[config.mk]
export PLATFORM = sky130hd
export DESIGN_NAME = cas_key_loader
export DESIGN_NICKNAME = d
export VERILOG_FILES = /design/src/rtl/cas_key_loader.sv
export SDC_FILE = /design/constraint.sdc
export NUM_CORES = 1
export LEC_CHECK = 0
export CORE_AREA = 2 2 125 91
export DETAILED_ROUTE_END_ITERATION = 6
export DIE_AREA = 0 0 127 93
export PLACE_DENSITY = 0.76
export SLEW_MARGIN = 20
export SYNTH_ARGS = -nofsm -noshare
export SYNTH_HDL_FRONTEND = slang
export SYNTH_SLANG_ARGS = --single-unit
[constraint.sdc]
create_clock -name clk -period 6.3 [get_ports clk]
set_clock_uncertainty 0.15 [all_clocks]
set_input_delay 1.26 -clock clk [delete_from_list [all_inputs] [get_ports clk]]
set_output_delay 1.26 -clock clk [all_outputs]
set_load 0.02 [all_outputs]
[src/rtl/cas_key_loader.sv]
// Serial key loader for a CAS-Lock protected core: shifts in a key MSB first,
// checks even parity and exposes the key only once a whole, valid key is held.
module cas_key_loader #(
    parameter int KEY_WIDTH = 64,
    parameter int CNT_W     = 7
) (
    input  logic                 clk,
    input  logic                 rst,
    input  logic                 start,
    input  logic                 clear,
    input  logic                 bit_valid,
    input  logic                 bit_data,
    output logic                 bit_ready,
    output logic [KEY_WIDTH-1:0] key_out,
    output logic                 key_valid,
    output logic                 busy,
    output logic                 error
);

    localparam logic [2:0] S_IDLE   = 3'd0;
    localparam logic [2:0] S_SHIFT  = 3'd1;
    localparam logic [2:0] S_PARITY = 3'd2;
    localparam logic [2:0] S_LOADED = 3'd3;
    localparam logic [2:0] S_ERROR  = 3'd4;

    localparam logic [CNT_W-1:0] LAST = CNT_W'(KEY_WIDTH - 1);

    logic [2:0]           state, state_n;
    logic [KEY_WIDTH-1:0] sr, sr_n;
    logic [KEY_WIDTH-1:0] key_q, key_n;
    logic [CNT_W-1:0]     cnt, cnt_n;
    logic                 par, par_n;
    logic                 xfer;

    assign xfer = bit_valid & bit_ready;

    always_comb begin
        state_n = state;
        sr_n    = sr;
        cnt_n   = cnt;
        par_n   = par;
        key_n   = key_q;
        if (clear) begin
            state_n = S_IDLE;
            sr_n    = '0;
            cnt_n   = '0;
            par_n   = 1'b0;
            key_n   = '0;
        end else begin
            unique case (state)
                S_IDLE: begin
                    if (start) state_n = S_SHIFT;
                end
                S_SHIFT: begin
                    if (xfer) begin
                        sr_n  = {sr[KEY_WIDTH-2:0], bit_data};
                        par_n = par ^ bit_data;
                        cnt_n = cnt + 1'b1;
                        if (cnt == LAST) state_n = S_PARITY;
                    end
                end
                S_PARITY: begin
                    if (xfer) begin
                        // the parity bit never enters sr; it only closes the check
                        if ((par ^ bit_data) == 1'b0) begin
                            state_n = S_LOADED;
                            key_n   = sr;
                        end else begin
                            state_n = S_ERROR;
                        end
                        sr_n  = '0;
                        cnt_n = '0;
                        par_n = 1'b0;
                    end
                end
                S_LOADED: begin
                    state_n = S_LOADED;
                end
                S_ERROR: begin
                    if (start) begin
                        state_n = S_SHIFT;
                        sr_n    = '0;
                        cnt_n   = '0;
                        par_n   = 1'b0;
                    end
                end
                default: begin
                    state_n = S_IDLE;
                    sr_n    = '0;
                    cnt_n   = '0;
                    par_n   = 1'b0;
                    key_n   = '0;
                end
            endcase
        end
    end

    always_ff @(posedge clk or posedge rst) begin
        if (rst) begin
            state <= S_IDLE;
            sr    <= '0;
            cnt   <= '0;
            par   <= 1'b0;
            key_q <= '0;
        end else begin
            state <= state_n;
            sr    <= sr_n;
            cnt   <= cnt_n;
            par   <= par_n;
            key_q <= key_n;
        end
    end

    // status flags are flops loaded from the next state, so none of them
    // has a combinational path from the bit handshake
    always_ff @(posedge clk or posedge rst) begin
        if (rst) begin
            bit_ready <= 1'b0;
            busy      <= 1'b0;
            key_valid <= 1'b0;
            error     <= 1'b0;
        end else begin
            bit_ready <= (state_n == S_SHIFT) || (state_n == S_PARITY);
            busy      <= (state_n == S_SHIFT) || (state_n == S_PARITY);
            key_valid <= (state_n == S_LOADED);
            error     <= (state_n == S_ERROR);
        end
    end

    assign key_out = key_q & {KEY_WIDTH{key_valid}};

endmodule

==> flow_summary_export.csv, run 1 <==
group,metric,value,unit
critical_path,rr_endpoint,"cnt[6]",
timing,timing.final.crit_period,3.699,ns
synth,synth_area,5698,um2
global_routing,grt_pass1_wl,19.81,mm
synth,yosys-top-cells-area,"dfrtp_1 62%, a22o_1 20%, and2_1 7.2%",
floorplanning,num_rows,32,
global_routing,grt_use_total,21.24,%
cells_and_area,drive_above_1_share,8.806,%
timing,maxSlewViolCount,0,
placed_design,dp.final_hpwl,6.718,mm
synth,synth_seq_cells,142,
critical_path,startpoint_type,"input pin",
timing,timing.setup.tns,0,ns
routing,finalWirelength,11.83,mm
cts,clkTransAtPathRegs,0.06,ns
run_status,status,"finished, final reports clean",
synth,synth_top_cell_by_area,"dfrtp_1",
cells_and_area,multiInputGateArea,1928,um2
critical_path,crit_fanout,72,
timing,hold_viol_final,0,
cts,cts_sinks,142,
worst_hold_path,min-delay-start,"key_q[25]",
cells_and_area,syn2layout_area_growth,24.00,%
synth,synth_top_area_share,62.36,%
timing,worstMarginPinSlew,0.9397,ns
cts,htreeDepth,4,
cells_and_area,layout.area.seq,3553,um2
floorplanning,start_util,53.50,%
critical_path,cp-end-kind,"flop",
synth,synth_enable_flop_cells,0,
floorplanning,fp.dieW,127,um
routing,viasPerCell,6.046,
placed_design,dp_cells,614,
cts,clock_latency,0.41,ns
worst_hold_path,holdPathStages,1,
critical_path,required,6.46,ns
routing,drtIter0Drc,375,
power,irDropWorstVdd,0.1918,mV
cts,numCtsBuffers,17,
global_routing,antenna_found_initial,0,
synth,ys_warn_count,0,
cells_and_area,fillers,757,
synth,ys_async_sr_fraction,100.0,%
routing,dr.pass1.iters,5,
cts,hold_buffers,0,
synth,syn_area_per_cell,12.89,um2
critical_path,r2r-start,"state[0]",
power,power_density,286.5,nW/um2
routing,routedWlPerCell,18.28,um
routing,ant_nets,0,
job,drv_cap,0,
cts,cts_tree,"built",
timing,post-route-period-util,58.72,%
timing,rsz0062_at_grt,"no",
power,p_leak,3.296,nW
floorplanning,dieArea,11810,um2
critical_path,rrSetupSlack,3.65,ns
synth,syn-num-nets,449,
cells_and_area,final_util,66.34,%
floorplanning,core-area,10650,um2
global_routing,grt_max_degree,96,
cts,cts_resized,0,
global_routing,grt_pass1_vias,3833,
placed_design,place_congestion,0.7679,
routing,vias,3912,
worst_hold_path,hold_class,"flop to flop",
synth,postSynthCellCount,442,
placed_design,placed_cell_area,6429,um2
critical_path,path_class,"input pin to flop",
timing,relSlewSlack,37.35,%
critical_path,arrival,3.86,ns
cts,clockRootBuffer,"clkbuf_16",
cells_and_area,final_area,7066,um2
cts,cts_setup_buffers,0,
cts,clock_path_buffers,2,
cells_and_area,n_antenna_cell,0,
cells_and_area,final_cells,647,
global_routing,overflow,0,
synth,seq_area_frac_synth,62.36,%
synth,ys_types,35,
timing,final-setup-viol-count,0,
synth,synth_flop_cell,"dfrtp_1",
placed_design,post-place-ws,2.163,ns
critical_path,r2r_cells,4,
cells_and_area,fin_nets,505,
routing,drc,0,
worst_hold_path,worstHoldEndpoint,"key_q[25]",
timing,fin_ws,2.601,ns
placed_design,portBuffers,73,
timing,fmax,270.3,MHz
floorplanning,die_y,93,um
floorplanning,ios,74,
==> metrics by stage <==
step                      total power [mW]  hold WS [ns]
after global routing                 2.090        0.3482
after detailed placement            0.9999        0.3271
after CTS                            2.037        0.3451
final                                2.024        0.3398
after floorplan                     0.9846        0.2955
after global placement              0.9971        0.3243
==> sequential cells by signal (all words and copies together) (netlist names) <==
register	cells
key_q	64
sr	64
cnt	7
state	3
busy	1
error	1
key_valid	1
par	1
==> layout make-up <==
cell class / count / area share [%]
clock buffer: 18 / 6.216
multi-input combinational: 256 / 27.29
tap: 136 / 2.408
inverter: 3 / 0.2302
timing repair buffer: 78 / 10.98
sequential: 142 / 50.29
clock inverter: 14 / 2.585
==> worst max path at each step <==
stage / start / end / slack (ns) / depth (start not counted)
6_report: clear / cnt[6] / 2.60 / 5
2_1_floorplan: rst / busy / 1.08 / 1
5_1_grt: clear / cnt[6] / 2.46 / 5
3_5_place_dp: clear / cnt[6] / 2.16 / 5
3_3_place_gp: clear / cnt[6] / 2.29 / 5
4_1_cts: clear / cnt[6] / 2.62 / 5
==> cell families after synthesis <==
| family | count (synthesis) | share of synthesized area (%) |
|---|---|---|
| fa+ha+maj | 1 | 0.2196 |
| compound gates | 155 | 22.57 |
| flops | 142 | 62.36 |
| simple gates | 98 | 10.63 |
| buf+inv | 44 | 3.865 |
| mux | 1 | 0.1976 |
| xor+xnor | 1 | 0.1537 |
==> worst max-delay path: stages <==
cell and delay, ns:
clkdlybuf4s50_1 0.61, or4b_1 0.78, nor2_8 0.77, nand2_1 0.15
o31ai_1 0.28
==> placed cells by master (no fill, tap or decap), types with 2 or more instances in the layout <==
| master | n |
|---|---|
| nand2b_1 | 2 |
| bufinv_16 | 3 |
| clkinv_4 | 4 |
| a21oi_1 | 7 |
| dfrtp_1 | 142 |
| and2_1 | 66 |
| nand2_1 | 4 |
| clkbuf_16 | 17 |
| inv_1 | 2 |
| buf_4 | 4 |
| o21ai_0 | 10 |
| inv_6 | 5 |
| nor3_1 | 2 |
| and3_1 | 2 |
| nor2_1 | 11 |
| clkdlybuf4s50_1 | 73 |
| a22o_1 | 129 |
| nor4_1 | 3 |
| clkinvlp_4 | 3 |
| a31oi_1 | 3 |
==> where the power goes <==
group,switching [mW],internal [mW]
Combinational,0.0480,0.0150
Clock,0.400,0.641
Sequential,0.00516,0.916
Total,0.453,1.57
==> metal layers <==
metal  vias up  GRT usage (%)  routed length [um]
met5         -              0                   0
met4         0          7.967                 114
met3        13          4.348                 510
met2       130          31.81                5647
met1      2019          31.05                5552
li1       1750              -                   -
==> cell usage after synthesis (3+ instances only) <==
library cell  count
nor2_1           11
buf_2            11
dfrtp_1         142
nand2_1           4
a21oi_1           7
clkbuf_1         15
and2_1           66
buf_1             6
buf_4             7
o21ai_0          10
a22o_1          129
nor4_1            3
a31oi_1           3
inv_1             3
Note: power is estimated with default switching activity, not from simulation.
==> inputs of run 2 (changes only) <==
Settings changed: CORE_AREA 2 2 125 91 to 2 2 132 96, DIE_AREA 0 0 127 93 to 0 0 134 98, PLACE_DENSITY 0.76 to 0.72.
Clock period 6.3 ns to 3.05 ns, I/O delays scaled along.
==> run 2 against run 1 <==
Hold slack got worse by 0.0027 ns. Clock power rose by 88%. Total power rose by 99%. Sequential power rose by 110%. Critical endpoint is now key_out[62]. Sequential cell count did not move. Sequential share of layout area fell by 0.77 points. Core utilization fell by 6.3 points. First-iteration DRC count rose by 6.4%. Cell count rose by 5.4%. Combinational power rose by 140%. Die area rose by 11%. Cell area rose by 1.6%.
==> flow_summary_export.csv, run 2 (synthesized netlist as in run 1, its figures left out) <==
group,metric,value,unit
routing,drtIter0Drc,399,
global_routing,overflow,0,
timing,hold_viol_final,0,
job,drv_cap,0,
global_routing,grt_use_total,18.72,%
routing,viasPerCell,5.629,
floorplanning,num_rows,34,
critical_path,rr_endpoint,"key_q[26]",
critical_path,crit_fanout,33,
timing,final-setup-viol-count,0,
routing,ant_nets,0,
power,power_density,560.1,nW/um2
global_routing,grt_pass1_wl,19.35,mm
cells_and_area,final_common_cell,"dfrtp_1",
placed_design,dp_cells,651,
placed_design,placed_cell_area,6613,um2
cts,clock_path_buffers,2,
floorplanning,die_y,98,um
placed_design,place_congestion,0.7814,
critical_path,path_class,"flop to output pin",
power,irDropWorstVdd,0.4615,mV
critical_path,arrival,2.07,ns
cts,cts_resized,0,
cells_and_area,final_cell_mix,"141 x dfrtp_1, 129 x a22o_1, 73 x clkdlybuf4s50_1",
cts,cts_tree,"built",
global_routing,grt_max_degree,73,
global_routing,antenna_found_initial,0,
cells_and_area,final_area,7178,um2
timing,post-route-period-util,92.73,%
power,p_leak,3.333,nW
routing,dr.pass1.iters,5,
floorplanning,ios,74,
floorplanning,fp.dieW,134,um
floorplanning,dieArea,13130,um2
cells_and_area,final_cells,682,
timing,rsz0062_at_grt,"no",
cts,clockRootBuffer,"clkbuf_16",
cts,cts_setup_buffers,0,
cts,hold_buffers,0,
critical_path,critPathLaunch,"key_valid",
critical_path,cp-endpoint,"key_out[62]",
cells_and_area,syn2layout_area_growth,25.98,%
floorplanning,core-area,11950,um2
critical_path,startpoint_type,"flop",
floorplanning,start_util,47.67,%
placed_design,portBuffers,73,
routing,drc,0,
critical_path,cp-end-kind,"output pin",
critical_path,crit_chain,"buf_12 > and2_1 > clkdlybuf4s50_1",
timing,worstMarginPinSlew,0.6381,ns
worst_hold_path,hold_class,"flop to flop",
timing,relSlewSlack,57.32,%
timing,maxSlewViolCount,0,
cts,clkTransAtPathRegs,0.06,ns
cts,clock_latency,0.41,ns
routing,vias,3839,
cts,numCtsBuffers,17,
timing,timing.final.crit_period,2.828,ns
cells_and_area,drive_above_1_share,10.19,%
cts,htreeDepth,4,
timing,timing.setup.tns,0,ns
critical_path,max_stage_delay,0.68,ns
routing,routedWlPerCell,17.09,um
cells_and_area,largestRegisters,"key_q (64), sr (64), cnt (7)",
run_status,status,"finished, final reports clean",
critical_path,required,2.29,ns
cells_and_area,fin_nets,515,
timing,fin_ws,0.2217,ns
critical_path,rrSetupSlack,0.76,ns
critical_path,r2r_cells,6,
routing,finalWirelength,11.66,mm
critical_path,r2r-start,"state[0]",
cells_and_area,n_antenna_cell,0,
global_routing,grt_pass1_vias,3653,
placed_design,post-place-ws,0.1886,ns
critical_path,cp_slowest_cell,"dfrtp_2",
placed_design,dp.final_hpwl,7.208,mm
cts,cts_sinks,142,
timing,hold_ws,0.3371,ns
timing,fmax,353.6,MHz
-- run 2: cell types whose count changed in the layout (fill, tap and decap cells not counted), sizes merged --
cell | previous run | this run
buf | 5 | 15
inv | 7 | 2
clkinvlp | 3 | 5
clkinv | 4 | 5
bufinv | 3 | 2
clkbuf | 18 | 20
-- run 2: report_power, final --
part	internal (mW)	switching (mW)	leakage, nW
logic	0.0483	0.105	1.09
clock network	1.21	0.751	0.268
registers	1.89	0.00972	1.98
-- run 2: critical path, delay by kind of cell, from the launching register on --
| family | cells | cell delay (ns) |
|---|---|---|
| buffers and inverters | 2 | 0.82 |
| flip-flops | 1 | 0.68 |
| AND/OR/NAND/NOR | 1 | 0.14 |
-- run 2: worst min path at each step --
stage                    from        end  slack, ns  cells past startpoint
global route        key_q[43]  key_q[43]       0.35                      1
finish              key_q[12]  key_q[12]       0.34                      1
CTS                 key_q[18]  key_q[18]       0.34                      1
floorplan              cnt[6]     cnt[6]       0.30                      1
detailed placement  key_q[49]  key_q[49]       0.32                      1
global placement       cnt[6]     cnt[6]       0.32                      1
-- run 2: metal layers --
layer	up-vias	GRT usage, %	routed length (um)	part of all wire [%]
li1	1770	-	-	-
met1	1930	29.18	5801	50
met2	130	25.48	5181	44
met3	9	4.673	605	5.2
met4	0	6.219	69	0.59
met5	-	0	0	0
-- run 2: cell type report --
cell class	instances	area [um2]
Fill cell	945	4776
Clock inverter	11	118.9
Tap cell	162	202.7
Sequential cell	142	3555
Timing Repair Buffer	88	913.4
Multi-Input combinational cell	256	1927
Inverter	3	15.01
Clock buffer	20	446.7
-- run 2: per-stage QoR --
| step | power, mW | util, % |
|---|---|---|
| after floorplan | 2.034 | - |
| after global placement | 2.083 | 55.19 |
| after detailed placement | 2.091 | 55.32 |
| after CTS | 4.054 | 60.05 |
| after global routing | 4.166 | 60.05 |
| final | 4.020 | 60.05 |
==> inputs of run 3 (changes only) <==
Settings changed: PLACE_DENSITY 0.72 to 0.74, SETUP_SLACK_MARGIN set to 0.4.
==> run 3 against run 2 <==
Sequential share of layout area shrank 0.50 points. Maximum frequency grew 9.5%. Total power grew 2.8%. Wire length grew 5.0%. Non-clock buffer count is the same. Register-to-register slack is essentially flat. Cell count grew 0.15%. First-iteration DRC count shrank 29%. Global-route usage grew 1.0 points.
==> flow_summary_export.csv, run 3 (synthesized netlist as in run 1, its figures left out) <==
group,metric,value,unit
run_status,status,"finished, final reports clean",
floorplanning,core-area,11950,um2
critical_path,crit_fanout,51,
global_routing,grt_pass1_wl,20.35,mm
power,p_leak,3.404,nW
worst_hold_path,hold_class,"flop to flop",
floorplanning,ios,74,
floorplanning,dieArea,13130,um2
floorplanning,fp.dieW,134,um
cts,htreeDepth,4,
floorplanning,num_rows,34,
cells_and_area,final_cells,683,
floorplanning,die_y,98,um
cells_and_area,final_cell_mix,"141 x dfrtp_1, 129 x a22o_1, 71 x clkdlybuf4s50_1",
power,irDropWorstVdd,0.4252,mV
routing,viasPerCell,5.741,
critical_path,rrSetupSlack,0.76,ns
job,drv_cap,0,
routing,drc,0,
routing,vias,3921,
cells_and_area,largestRegisters,"key_q (64), sr (64), cnt (7)",
cts,cts_sinks,142,
timing,final-setup-viol-count,0,
cts,numCtsBuffers,17,
timing,fin_ws,0.4674,ns
cts,cts_tree,"built",
routing,ant_nets,0,
global_routing,grt_pass1_vias,3853,
cts,clock_latency,0.41,ns
cells_and_area,final_util,60.66,%
cells_and_area,drive_above_1_share,10.75,%
placed_design,dp_cells,650,
routing,drtIter0Drc,282,
routing,wl_met1,5.953,mm
global_routing,overflow,0,
critical_path,startpoint_type,"flop",
timing,fmax,387.2,MHz
global_routing,grt_use_total,19.72,%
placed_design,portBuffers,73,
cells_and_area,final_common_cell,"dfrtp_1",
cts,clock_path_buffers,2,
cells_and_area,n_antenna_cell,0,
global_routing,antenna_found_initial,0,
routing,wl_met2,5.378,mm
critical_path,path_class,"flop to output pin",
floorplanning,start_util,47.67,%
timing,timing.setup.tns,0,ns
timing,hold_viol_final,0,
timing,maxSlewViolCount,0,
cts,clockRootBuffer,"clkbuf_16",
cts,clkTransAtPathRegs,0.06,ns
placed_design,post-place-ws,0.07029,ns
placed_design,dp.final_hpwl,7.094,mm
cts,hold_buffers,0,
global_routing,grt_max_degree,73,
cells_and_area,fin_nets,516,
timing,timing.final.crit_period,2.583,ns
power,power_density,569.9,nW/um2
routing,finalWirelength,12.24,mm
timing,worstMarginPinSlew,0.7677,ns
placed_design,place_congestion,0.7987,
timing,rsz0062_at_grt,"no",
critical_path,required,2.29,ns
cells_and_area,syn2layout_area_growth,27.25,%
timing,post-route-period-util,84.67,%
routing,dr.pass1.iters,5,
routing,routedWlPerCell,17.92,um
timing,relSlewSlack,48.54,%
critical_path,arrival,1.82,ns
timing,hold_ws,0.3409,ns
routing,met3WireLength,776,um
routing,highest_layer,"met4",
critical_path,cp-end-kind,"output pin",
## run 3: cell count changes in the layout (fill, tap and decap cells not counted), sizes merged
cell | previous run | this run
bufinv | 2 | 3
clkinvlp | 5 | 4
clkdlybuf4s50 | 73 | 71
inv | 2 | 4
nor3 | 3 | 4
clkinv | 5 | 6
clkbuf | 20 | 17
dlymetal6s2s | 0 | 2
## run 3: layer usage
layer | vias to the layer above | global-route usage [%]
met5 | - | 0
met4 | 0 | 6.956
met3 | 16 | 4.829
met2 | 132 | 27.73
met1 | 1990 | 29.91
li1 | 1783 | -
## run 3: critical path, stage by stage, from the launching register on
cell and delay [ns]:
dfrtp_2 0.39, buf_12 0.20, and2_1 0.20, clkdlybuf4s50_1 0.61
## run 3: stage by stage
| step | area (um2) | power [mW] |
|---|---|---|
| after CTS | 7236 | 4.160 |
| after global placement | 6635 | 2.087 |
| after global routing | 7251 | 4.281 |
| after detailed placement | 6635 | 2.093 |
| final | 7251 | 4.132 |
| after floorplan | 5702 | 2.034 |
## run 3: repair_timing
action	4_1_cts	5_1_grt
pin swaps	0	1
cloned	0	1
buffers inserted	1	0
gates resized for setup	0	2
endpoints found under the setup margin	50	42
## run 3: worst paths after layout
check,from,end,cells after the start
max,key_valid,key_out[62],3
min in group asynchronous,rst,key_q[18],2
min reg2reg,key_q[13],key_q[13],1
max in group asynchronous,rst,key_valid,3
max reg2reg,state[0],key_q[35],5
min,key_q[13],key_q[13],1
## run 3: layout make-up
| class | count | area (um2) |
|---|---|---|
| clock buffers | 17 | 425.4 |
| clock inverters | 14 | 167.7 |
| fillers | 900 | 4703 |
| inverters | 3 | 15.01 |
| multi-input cells | 257 | 1937 |
| flip-flops and latches | 142 | 3555 |
| well taps | 162 | 202.7 |
| repair buffers | 88 | 948.4 |
## run 3: where the power goes
part           internal [mW]  switching, mW  leakage (nW)
clock network           1.28          0.794         0.285
logic                 0.0497          0.105          1.14
registers               1.89        0.00972          1.98
